File: src/rtl/fifo_uart_tx.sv
// UART transmitter that drains a show-ahead FIFO: start bit, LSB-first data, optional even parity, stop bit.
// Define FIFO_UART_TX_PARITY_EN to add the even-parity bit between the data and stop bits.
module fifo_uart_tx #(
  parameter int dat_width = 8,
  parameter int baud_div  = 434
) (
  input  logic                 clk,
  input  logic                 reset,
  input  logic                 empty,
  input  logic [dat_width-1:0] data_in,
  output logic                 rd,
  output logic                 tx,
  output logic                 busy
);

  localparam int CW = $clog2(baud_div);
  localparam int BW = $clog2(dat_width);
  localparam logic [CW-1:0] LAST_CNT = CW'(baud_div - 1);
  localparam logic [BW-1:0] LAST_BIT = BW'(dat_width - 1);

  typedef enum logic [2:0] {
    IDLE,
    START,
    DATA,
    STOP
`ifdef FIFO_UART_TX_PARITY_EN
    , PARITY
`endif
  } state_t;

  state_t               state;
  logic [CW-1:0]        cnt;
  logic [BW-1:0]        bitc;
  logic [dat_width-1:0] sh;
  logic [dat_width-1:0] sh_next;
  logic                 bit_done;
`ifdef FIFO_UART_TX_PARITY_EN
  logic                 par;
`endif

  // Pop strobe is a pure function of state and empty, so it lands in the same cycle the word is captured.
  assign rd       = (state == IDLE) && !empty;
  assign sh_next  = {1'b0, sh[dat_width-1:1]};
  assign bit_done = (cnt == LAST_CNT);

  always_ff @(posedge clk or posedge reset) begin
    if (reset) begin
      state <= IDLE;
      cnt   <= '0;
      bitc  <= '0;
      sh    <= '0;
      tx    <= 1'b1;
      busy  <= 1'b0;
`ifdef FIFO_UART_TX_PARITY_EN
      par   <= 1'b0;
`endif
    end else begin
      if (state != IDLE) cnt <= bit_done ? '0 : cnt + 1'b1;
      case (state)
        IDLE: begin
          tx <= 1'b1;
          if (!empty) begin
            sh    <= data_in;
            cnt   <= '0;
            bitc  <= '0;
            state <= START;
            tx    <= 1'b0;
            busy  <= 1'b1;
`ifdef FIFO_UART_TX_PARITY_EN
            par   <= ^data_in;
`endif
          end
        end
        START: begin
          if (bit_done) begin
            state <= DATA;
            tx    <= sh[0];
          end
        end
        DATA: begin
          if (bit_done) begin
            if (bitc == LAST_BIT) begin
              bitc <= '0;
`ifdef FIFO_UART_TX_PARITY_EN
              state <= PARITY;
              tx    <= par;
`else
              state <= STOP;
              tx    <= 1'b1;
`endif
            end else begin
              bitc <= bitc + 1'b1;
              sh   <= sh_next;
              tx   <= sh_next[0];
            end
          end
        end
`ifdef FIFO_UART_TX_PARITY_EN
        PARITY: begin
          if (bit_done) begin
            state <= STOP;
            tx    <= 1'b1;
          end
        end
`endif
        STOP: begin
          if (bit_done) begin
            state <= IDLE;
            tx    <= 1'b1;
            busy  <= 1'b0;
          end
        end
        default: begin
          state <= IDLE;
          tx    <= 1'b1;
          busy  <= 1'b0;
        end
      endcase
    end
  end

endmodule

File: config.mk
export PLATFORM = sky130hd
export DESIGN_NAME = fifo_uart_tx
export DESIGN_NICKNAME = d
export VERILOG_FILES = /design/src/rtl/fifo_uart_tx.sv
export SDC_FILE = /design/constraint.sdc
export NUM_CORES = 1
export LEC_CHECK = 0
export ABC_AREA = 1
export CELL_PAD_IN_SITES_DETAIL_PLACEMENT = 1
export CELL_PAD_IN_SITES_GLOBAL_PLACEMENT = 2
export CORE_AREA = 2 2 70 72
export DETAILED_ROUTE_END_ITERATION = 7
export DIE_AREA = 0 0 72 74
export PLACE_DENSITY = 0.82
export SYNTH_ARGS = -nofsm -noshare
export SYNTH_HDL_FRONTEND = slang
export SYNTH_SLANG_ARGS = --single-unit
File: constraint.sdc
create_clock -name clk -period 2.2 [get_ports clk]
set_clock_uncertainty 0.1 [all_clocks]
set_input_delay 0.33 -clock clk [delete_from_list [all_inputs] [get_ports clk]]
set_output_delay 0.33 -clock clk [all_outputs]
set_load 0.005 [all_outputs]
==> results_dict.tcl <==
set metrics [dict create \
    drt_iter0_drc 47 \
    n_fill_cell 574 \
    ys_seq_area_share_pct 42.9 \
    clk_pin_slew_ns 0.09 \
    grt_max_degree 15 \
    layout.cells.non_filler 257 \
    crit_buf_inv 3 \
    crit_fanout 5 \
    hold_class "input port to async pin" \
    drive_gt1_share_pct 9.36 \
    start_kind "register" \
    synthTopCellsByArea "dfrtp_1 41%, nand2_1 21%, ha_1 8.0%, nor2_1 4.3%, nand4_1 3.6%" \
    syn_to_final_growth_pct 19.5 \
    use_met3_pct 2.03 \
    syn_nets 204 \
    critPathRequiredTime_ns 1.77 \
    fmax_ghz 0.482 \
    worst_slew_pin_slew_ns 0.557 \
    initial_core_util_pct 30.5 \
    ir_drop_mv 0.410 \
    drv_cap 0 \
    path_cells "inv_2 > ha_4 > inv_1 > nor2_1 > clkdlybuf4s50_1" \
    diodes 0 \
    synth_top_area_cell "dfrtp_1" \
    synthAdderAreaFrac_pct 8.02 \
    rsz0062_at_grt "false" \
    place_ws_ns 0.280 \
    ant_nets 0 \
    yosysMostFrequentCell "nand2_1" \
    status "complete, no violations" \
    io_pins 14 \
    antenna_found_initial 0 \
    grtUsageMet1_pct 21.5 \
    busiest_layer "met2" \
    grt_pass1_wl_um 6190 \
    synth_top_family_by_area "simple AND/OR/NAND/NOR gates" \
    overflow 0 \
    cts_root_buf "clkbuf_8" \
    num-nets-final 224 \
    dp_cells 253 \
    worst_ep_arrival_time_ns 1.65 \
    clockBufferDepth 2 \
    port_buffers 13 \
    drcViolationCount 0 \
    period_share_pct 94.4 \
    core_area_um2 4600 \
    setup_tns_ns 0 \
    synth_top_area_share_pct 41.0 \
    setup_violations 0 \
    synthArstFlopShare_pct 100 \
    p_per_area_nw_per_um2 1250 \
    clk_latency_ns 0.27 \
    wl_per_cell_um 12.7 \
    grt_pass1_vias 1250 \
    cp_slowest_cell "clkdlybuf4s50_1" \
    slowest_delay_ns 0.50 \
    grt_usage_pct 14.6 \
    p_leak_nw 0.847 \
    synth.distinct_cells 24 \
    setup_slack_ns 0.123 \
    cts_made_buffers 3 \
    dp_hpwl_um 2420 \
    place_congestion 0.699 \
    cp-end-kind "output pin" \
    synthMuxAreaShare_pct 0 \
    avgSynthCellArea_um2 7.63 \
    h-tree-depth 1 \
    use_met2_pct 23.7 \
    cts_hold_buffers 0 \
    via_count 1206 \
    critical-path-top-delay-family "buffers and inverters" \
    relSlewSlack_pct 62.8 \
    synth_compound_area_share_pct 6.33 \
    dieHeight_um 74 \
    synth_commonest_cells "78 x nand2_1, 23 x dfrtp_1, 16 x nor2_1, 13 x inv_1, 9 x ha_1" \
    clkSinkCount 24 \
    min_period_ns 2.08 \
    synth-simple-area-share_pct 34.8 \
    synth_edf_count 0 \
    wl_um 3270 \
    syn_area_um2 1400 \
    rows 25 \
    dieArea_um2 5330 \
    slew_violations 0 \
    yosys.area_share.xor_xnor_pct 2.50 \
    syn_inst 184 \
    hold_violations 0 \
    dr.pass1.iters 5 \
    crit_type "register to output pin" \
    vias_per_cell 4.69 \
    synth_top_flop_cell "dfrtp_1" \
    yosys_warnings 0 \
    die_w_um 72 \
    hold_slack_ns 0.299 \
    finalPower_mw 2.10 \
    cts_tree "yes" \
    synth_seq_cells 24 \
]
==> registers in the layout, indices dropped and copies added, names as in the netlist <==
signal and count:
tx 1, state 2, cnt 9, bitc 3
busy 1, sh 8
==> power by group <==
part	switching [mW]	leakage [nW]	internal (mW)
registers	0.118	0.309	0.610
clock network	0.145	0.0228	0.129
logic	0.671	0.516	0.424
==> cell type report <==
cell class	count	area [um^2]	share of cell area, %
Timing Repair Buffer	18	168	9.99
Multi-Input combinational cell	142	738	44.0
Tap cell	54	67.6	4.03
Inverter	15	56.3	3.36
Sequential cell	24	603	35.9
Clock buffer	4	45.0	2.68
==> cells by family after synthesis <==
| family | count (synthesis) |
|---|---|
| AOI/OAI and AO/OA | 14 |
| xor gates and xnor gates | 4 |
| adders and majority gates | 9 |
| DFF | 24 |
| buffers and inverters | 18 |
| and+or+nand+nor | 115 |
==> placed cells by master (no fill, tap or decap) <==
master	instances
nand4_1	8
ha_4	1
nand3_4	1
clkbuf_8	3
nand3_1	8
buf_4	5
o21ai_0	7
nand2_4	1
dfrtp_2	1
o22ai_1	2
clkdlybuf4s50_1	13
nand2_2	2
a21oi_1	2
xor2_1	3
xnor2_1	1
clkbuf_1	1
ha_1	8
clkinv_1	1
inv_2	3
nor3_1	1
nand2_1	78
dfstp_2	1
inv_1	11
o21bai_1	2
nor2_1	16
o21ai_4	1
dfrtp_1	22
==> metrics by stage <==
stage | area (um^2) | util (%)
detailed placement | 1620 | 35.2
global route | 1680 | 36.5
CTS | 1670 | 36.2
global placement | 1620 | 35.2
floorplan | 1400 | -
finish | 1680 | 36.5
==> worst paths after layout <==
kind	cells after the start	startpoint	slack, ns	to
worst min-delay path	2	reset	0.30	cnt[5]
worst min register to register	2	sh[2]	0.38	sh[2]
min in group clk	2	sh[2]	0.38	sh[2]
worst max register to register	8	state[0]	0.46	bitc[0]
worst max-delay path	5	state[0]	0.12	rd
max in group asynchronous	3	reset	1.17	sh[6]
==> timing repair <==
action                     in CTS  in global routing
setup endpoints to repair       1                  1
gates resized for setup         1                  4
buffers inserted                0                  0
==> metal layers <==
metal | wire length (um) | part of all wire (%) | vias to the layer above
li1 | - | - | 622
met1 | 1700 | 52 | 564
met2 | 1460 | 45 | 18
met3 | 88 | 2.7 | 2
met4 | 23 | 0.70 | 0
met5 | 0 | 0 | -
Power figures use the tool's default switching activity.
